**config.mk**
```make
export PLATFORM = sky130hd
export DESIGN_NAME = fifo_read_ctrl
export DESIGN_NICKNAME = d
export VERILOG_FILES = /design/src/rtl/fifo_read_ctrl.sv
export SDC_FILE = /design/constraint.sdc
export NUM_CORES = 1
export LEC_CHECK = 0
export CORE_MARGIN = 2
export CORE_UTILIZATION = 45
export CTS_CLUSTER_SIZE = 30
export DETAILED_ROUTE_END_ITERATION = 8
export PLACE_DENSITY = 0.7
export SLEW_MARGIN = 20
export SYNTH_ARGS = -nofsm -noshare
export SYNTH_HDL_FRONTEND = slang
export SYNTH_SLANG_ARGS = --single-unit
```
**constraint.sdc**
```tcl
create_clock -name rclk -period 5.2 [get_ports rclk]
set_clock_uncertainty 0.2 [all_clocks]
set_input_delay 1.04 -clock rclk [delete_from_list [all_inputs] [get_ports rclk]]
set_output_delay 1.04 -clock rclk [all_outputs]
set_load 0.02 [all_outputs]
```
**src/rtl/fifo_read_ctrl.sv**
```systemverilog
// rtl/fifo_read_ctrl.sv - burst-framing FIFO read controller with 2-entry skid buffer
module fifo_read_ctrl #(
    parameter int DATASIZE  = 8,
    parameter int BURST_LEN = 4
) (
    input  logic                rclk,
    input  logic                r_rst,
    input  logic                enable,
    input  logic                empty,
    input  logic [DATASIZE-1:0] rdata,
    output logic                rinc,
    output logic [DATASIZE-1:0] out_data,
    output logic                out_valid,
    input  logic                out_ready,
    output logic                out_last,
    output logic                busy,
    output logic [15:0]         rd_count
);

    localparam int BW = $clog2(BURST_LEN);
    localparam logic [BW-1:0] BEAT_MAX = BW'(BURST_LEN - 1);

    typedef enum logic [1:0] {
        IDLE  = 2'd0,
        RUN   = 2'd1,
        FLUSH = 2'd2
    } state_t;

    state_t                state_q;
    logic [BW-1:0]         beat_q, beat_d;
    logic [1:0]            occ_q, occ_d;
    logic [15:0]           rd_count_q, rd_count_d;
    logic [DATASIZE-1:0]   data0_q, data0_d, data1_q, data1_d;
    logic                  last0_q, last0_d, last1_q, last1_d;
    logic                  pop;
    logic                  xfer;
    logic                  last_in;

    // Pop decision uses only registered state plus the FIFO empty flag; reset
    // blocks it so an asserted reset never consumes a FIFO word.
    always_comb begin
        pop = r_rst && (state_q != IDLE) && !empty && (occ_q != 2'd2)
              && !((state_q == FLUSH) && (beat_q == '0));
    end

    assign rinc      = pop;
    assign out_valid = r_rst && (occ_q != 2'd0);
    assign out_data  = out_valid ? data0_q : '0;
    assign out_last  = out_valid && last0_q;
    assign busy      = r_rst && ((state_q != IDLE) || (occ_q != 2'd0));
    assign rd_count  = rd_count_q;
    assign xfer      = out_valid && out_ready;
    assign last_in   = (beat_q == BEAT_MAX);

    // Beat position and pop counter advance with every pop.
    always_comb begin
        beat_d     = beat_q;
        rd_count_d = rd_count_q + 16'(pop);
        if (pop) begin
            beat_d = last_in ? '0 : beat_q + 1'b1;
        end
    end

    // Skid buffer: slot 0 is the head; incoming words fill behind it.
    always_comb begin
        data0_d = data0_q;
        data1_d = data1_q;
        last0_d = last0_q;
        last1_d = last1_q;
        occ_d   = occ_q;
        case ({pop, xfer})
            2'b10: begin
                if (occ_q == 2'd0) begin
                    data0_d = rdata;
                    last0_d = last_in;
                end else begin
                    data1_d = rdata;
                    last1_d = last_in;
                end
                occ_d = occ_q + 2'd1;
            end
            2'b01: begin
                data0_d = data1_q;
                last0_d = last1_q;
                occ_d   = occ_q - 2'd1;
            end
            2'b11: begin
                if (occ_q == 2'd1) begin
                    data0_d = rdata;
                    last0_d = last_in;
                end else begin
                    data0_d = data1_q;
                    last0_d = last1_q;
                    data1_d = rdata;
                    last1_d = last_in;
                end
            end
            default: ;
        endcase
    end

    // State machine; exits look at the post-pop beat so a burst closing this
    // cycle returns straight to IDLE instead of lingering in FLUSH.
    always_ff @(posedge rclk) begin
        if (!r_rst) begin
            state_q <= IDLE;
        end else begin
            case (state_q)
                IDLE:    if (enable) state_q <= RUN;
                RUN:     if (!enable) state_q <= (beat_d == '0) ? IDLE : FLUSH;
                FLUSH: begin
                    if (enable)              state_q <= RUN;
                    else if (beat_d == '0)   state_q <= IDLE;
                end
                default: state_q <= IDLE;
            endcase
        end
    end

    // Datapath and counter registers.
    always_ff @(posedge rclk) begin
        if (!r_rst) begin
            beat_q     <= '0;
            occ_q      <= 2'd0;
            rd_count_q <= 16'd0;
            data0_q    <= '0;
            data1_q    <= '0;
            last0_q    <= 1'b0;
            last1_q    <= 1'b0;
        end else begin
            beat_q     <= beat_d;
            occ_q      <= occ_d;
            rd_count_q <= rd_count_d;
            data0_q    <= data0_d;
            data1_q    <= data1_d;
            last0_q    <= last0_d;
            last1_q    <= last1_d;
        end
    end

endmodule
```
# Word-level counts from Yosys, hierarchy flattened

Index checks and enable logic that the tools add are counted.

Register bits after elaboration: 40
Output and inout port bits: 28

Reductions and logical operators: 24
Muxes and demuxes: 22
Eq/ne operators: 14
Add/sub/neg operators: 4

Operator list:

| kind                                                                     | count |
|---|---|
| 8-bit two-way mux                                                        | 5 |
| 8-bit one-hot mux with 3 select lines                                    | 1 |
| 16-bit by 1-bit adder with 16-bit output                                 | 1 |
| 8-bit one-hot mux with 2 select lines                                    | 1 |
| 2-bit two-way mux                                                        | 7 |
| 2-bit inequality test (second input constant)                            | 6 |
| 1-bit logical AND                                                        | 9 |
| 2-bit == test (second input constant)                                    | 4 |
| 2-bit logical NOT                                                        | 4 |
| 2-bit nonzero test                                                       | 4 |
| 2-bit by 1-bit == test with 1-bit output (second input constant)         | 3 |
| 2-bit one-hot mux with 3 select lines                                    | 1 |
| 3-bit AND reduction                                                      | 2 |
| 2-bit by 1-bit adder with 2-bit output (second input constant)           | 2 |
| 1-bit two-way mux                                                        | 4 |
| 2-bit one-hot mux with 2 select lines                                    | 1 |
| 3-bit by 2-bit inequality test with 1-bit output (second input constant) | 1 |
| 1-bit one-hot mux with 3 select lines                                    | 1 |
| 3-bit nonzero test                                                       | 1 |
| 1-bit logical NOT                                                        | 2 |
| 1-bit one-hot mux with 2 select lines                                    | 1 |
| 2-bit AND reduction                                                      | 1 |
| 2-bit by 1-bit subtractor with 2-bit output (second input constant)      | 1 |
| 1-bit logical OR                                                         | 1 |

# Logic depth before layout (Yosys ltp)

Depth in word-level cells: 10
Depth in mapped cells: 11

# Least setup slack after synthesis

OpenSTA, ideal clock, no wires.

Path type: input to output
Start: in r_rst
End: out out_data[0]
Stages: 4
Path buffers: 2
Arrival: 1.943 ns
Slack: 2.017 ns
Data required time: 3.960 ns
Cells stage by stage: buf_6 nor2b_4 clkbuf_1 and2_1

Longest elaborated chain between the ends: 2

Ends and longest elaborated chain:

| element             | RTL line | source |
|---|---|---|
| start: declaration  | 7        | `input logic r_rst,` |
| 1-bit logical AND   | 47       | `assign out_valid = r_rst && (occ_q != 2'd0);` |
| named net out_valid | 13       | `output logic out_valid,` |
| 8-bit two-way mux   | 48       | `assign out_data = out_valid ? data0_q : '0;` |
| end: declaration    | 12       | `output logic [DATASIZE-1:0] out_data,` |

The timed path passes the listed nets, and every way through them passes these cells.

# Worst setup path after layout

Start: in r_rst
End: out rinc

Longest elaborated chain between the ends: 4

Ends and longest elaborated chain:

| element                        | RTL line | source |
|---|---|---|
| 1-bit logical AND (3 in a row) | 42       | `pop = r_rst && (state_q != IDLE) && !empty && (occ_q != 2'd2)` |
| 1-bit logical AND              | 43       | `&& !((state_q == FLUSH) && (beat_q == '0));` |
| end: declaration               | 11       | `output logic rinc,` |

No other way between the ends.

==> results.txt <==
At the placement stage, the worst setup path has a slack of 1.03 ns. For the max-slew violation count, the log shows 0. The power density relative to cell area is 245 nW/µm².

The number of vias after detailed routing is 1,518, and the standard cell core area is 4320 µm². The ratio of cells with drive above 1 in the final layout works out to 0.0816. The die covers 5010 µm². The number of antenna diodes in the final layout is 0.

The worst setup path is captured at an output port. Input and output buffers added on the ports amount to 40. Number of hold-slack violations in the final timing report: 0. The most used flip-flop cell after synthesis is dfxtp_1.

In this run the mean area of a mapped cell was 9.93 µm². The share of synthesized area occupied by flip-flops and latches was 0.399; the average via count per standard cell was 5.11. The first routing iteration left 80 violations. For the pin with the worst max-slew slack, the measured transition is 0.493 ns. Entering global routing, the biggest net connects 22 pins. Yosys printed 0 warnings. TritonCTS built the clock tree. The setup TNS is 0 ns. The number of synthesized register bits works out to 40.

Counting cells, the worst reg-to-reg path comes to 11. The cell type with the highest occurrence count on the critical path is clkdlybuf4s50_1. The total overflow left after global routing is 0. The cell count after synthesis came out at 202. No sink is reached through more buffers than the 2 on the longest clock path. The number of buffers inserted by hold repair at cts came out at 0.

Detailed placement ended at an HPWL of 2750 µm. Yosys mapped a number of flops with a built-in enable equal to 0. The critical path runs through a total of 5 cells.

Setup violations remaining at the end of the flow were counted as 0. Once routing completed, OpenROAD measured the worst setup slack at 1.06 ns. The run gives 1,358 as the number of global-route vias before repair. In this run the clock root is driven by a clkbuf_8.

STA puts the critical path data required time at 3.96 ns. Row generation in the floorplan step produced 24 rows. The count of instances resized after the clock tree is built came out at 0.

The maximum net fanout on the critical path was 14. The worst setup path is of the in2out kind. The total global-route track usage is 0.159, and the CTS buffer count is 5.

For the sum of routed wire length over all layers, the log shows 3890 µm. After detailed routing, the average wire length per cell comes to 13.1 µm. The detail route stage leaves a number of antenna-violating nets equal to 0. Buffers added to address setup during post-CTS repair amount to 0. After the last flow step, the layout net total stands at 267. The run gives 6360 µm as the first-pass GRT wire length. The run gives 0.670 as the worst relative slew slack.

The tools report the end point of the critical path as rinc. Counting every sink on the clock net gives 40. The run finished with clean final reports.

When the netlist entered floorplanning its net count stood at 225. The die outline width came out at 70.8 µm. For the I/O pin total, the log shows 41.

On the critical path the largest part of the delay comes from buffers and inverters. The critical path goes through clkdlybuf4s50_1, buf_4, o211ai_4, inv_2, clkdlybuf4s50_1. Largest stage delay on the critical path: 0.71 ns. The floorplan step set the die height to 70.8 µm. The worst register-to-register path begins at occ_q[0]. The share of flip-flops with an asynchronous set or reset is 0. After clock tree synthesis, the clock-pin slew on the worst setup and hold paths is 0.08 ns.

CTS built an H-tree with a depth of 2. Effective utilization at floorplan: 0.464. For this run, the top clock speed supported by timing is 242 MHz. The worst register-to-register path ends at rd_count[14]. The number of antenna violations at the first check in global routing is 0, and the fill cell total of the finished layout is 391. Across the run, the number of max-cap violations was 0. The startpoint class of the critical path was a primary input.

The later pin in the worst-skew pair is clocked with a latency of 0.29 ns. Sequential cell area in the final layout: 801 µm². Routability-driven placement finished with a final weighted congestion of 0.718.

Together, buffers and inverters on the worst path number 4. The synthesized netlist occupies a cell area of 2010 µm². Setup repair after global routing left no endpoint under its margin.

Relative to the synthesized area, the layout overhead comes to 27.6%. Data arrives at the worst endpoint at 2.90 ns. The most critical setup path has its startpoint at r_rst. Among all stages on the critical path, the largest delay is contributed by clkdlybuf4s50_1.

Final period utilization: 0.796. Summing internal, switching and leakage power gives 627 µW. The classification of the worst-slack hold path is reg2reg. The multi-input logic area was 1120 µm²; the worst supply voltage drop on vdd was 125 µV. Subtracting the final worst setup slack from the clock period gives 4.14 ns. Across all register-to-register paths, the minimum setup slack is 2.59 ns. The reported leakage power was 0.00106 µW.

The synthesized netlist contains 36 unique library cells. The first detailed-routing pass ran for 4 iterations. After detailed routing, the number of remaining DRC violations is 0.
==> per-layer routing <==
metal	GRT usage	up-vias	wire length, µm
met5	0	-	0
met4	0.0503	0	45
met3	0.0442	6	204
met2	0.248	37	1660
met1	0.215	688	1980
li1	-	787	-
==> cell families after synthesis <==
kind of cell             Yosys count  share of synthesized area
AO/OA/AOI/OAI                     35                      0.154
flip-flops                        40                      0.399
buffers and inverters             17                     0.0399
AND/OR/NAND/NOR                   76                      0.233
adder cells (fa/ha/maj)           10                     0.0624
XOR/XNOR                          13                     0.0568
multiplexers                      11                     0.0549
==> area by class of cell <==
cell class	count	area share
multi-input cells	145	0.440
flip-flops and latches	40	0.313
repair buffers	43	0.165
clock buffers	5	0.0269
well taps	52	0.0254
clock inverters	3	0.0166
inverters	9	0.0132
==> where the power goes <==
part           switching (µW)  internal, µW  leakage, µW
combinational            25.3          30.3     0.000681
sequential               4.91           314     0.000324
clock                     110           142    0.0000541
==> flip-flops by register name, indices dropped and copies added (netlist names) <==
| name | count |
|---|---|
| beat_q | 2 |
| data0_q | 8 |
| data1_q | 8 |
| last0_q | 1 |
| last1_q | 1 |
| occ_q | 2 |
| rd_count | 16 |
| state_q | 2 |
==> cell usage after synthesis (4+ instances only) <==
master    number  area (µm²)
a21boi_0       4        30.0
a22o_1         9        78.8
and2_1        24         150
clkbuf_1       5        18.8
dfxtp_1       40         801
ha_1          10         125
inv_1          7        26.3
mux2i_1       11         110
nand2_1       10        37.5
nand3_1        5        25.0
nor2_1         4        15.0
nor2b_1       12        75.1
nor3_1         4        20.0
nor4_1         4        25.0
o21ai_0        5        25.0
o221a_1        9         101
xnor2_1        6        52.6
xor2_1         7        61.3
==> worst reg2reg max path, stage by stage, from the launching register on <==
cell	delay, ns
dfxtp_1	0.37
inv_1	0.08
ha_1	0.21
nor2_1	0.19
o211ai_4	0.14
inv_2	0.16
and2_1	0.15
ha_1	0.19
nand2_1	0.18
nor4_1	0.37
xor2_1	0.11
and2_1	0.16
==> worst min-delay path by stage <==
stage	slack [ns]	startpoint	endpoint	depth (start not counted)
2_1_floorplan	0.26	state_q[1]	state_q[0]	1
3_3_place_gp	0.26	rd_count[15]	rd_count[15]	2
4_1_cts	0.29	rd_count[15]	rd_count[15]	2
3_5_place_dp	0.27	rd_count[15]	rd_count[15]	2
5_1_grt	0.32	rd_count[15]	rd_count[15]	2
6_report	0.28	rd_count[15]	rd_count[15]	2
==> stage by stage <==
step | cell area [µm²] | util | std cells | hold slack, ns
after global placement | 2440 | 0.564 | 288 | 0.261
after CTS | 2550 | 0.590 | 296 | 0.287
final | 2560 | 0.592 | 297 | 0.279
after floorplan | 2010 | - | 202 | 0.258
after global routing | 2560 | 0.592 | 297 | 0.324
after detailed placement | 2440 | 0.564 | 288 | 0.273
==> placed cells by master (no fill, tap or decap), types with 2 or more instances in the layout <==
master	n
clkbuf_8	5
nor2b_4	2
inv_1	7
nor3_1	4
nand3_1	5
o21ai_0	5
buf_4	3
dfxtp_1	40
nor2_1	4
or3_1	3
nor2b_1	12
inv_2	2
and2_1	24
nor4_1	4
a22o_1	9
a21oi_1	2
o221a_1	9
xnor2_1	6
nand2_1	10
mux2i_1	11
ha_1	10
nand4_1	2
xor2_1	7
a21boi_0	4
clkdlybuf4s50_1	40
nand2b_1	2
Note: power is estimated with default switching activity, not from simulation.
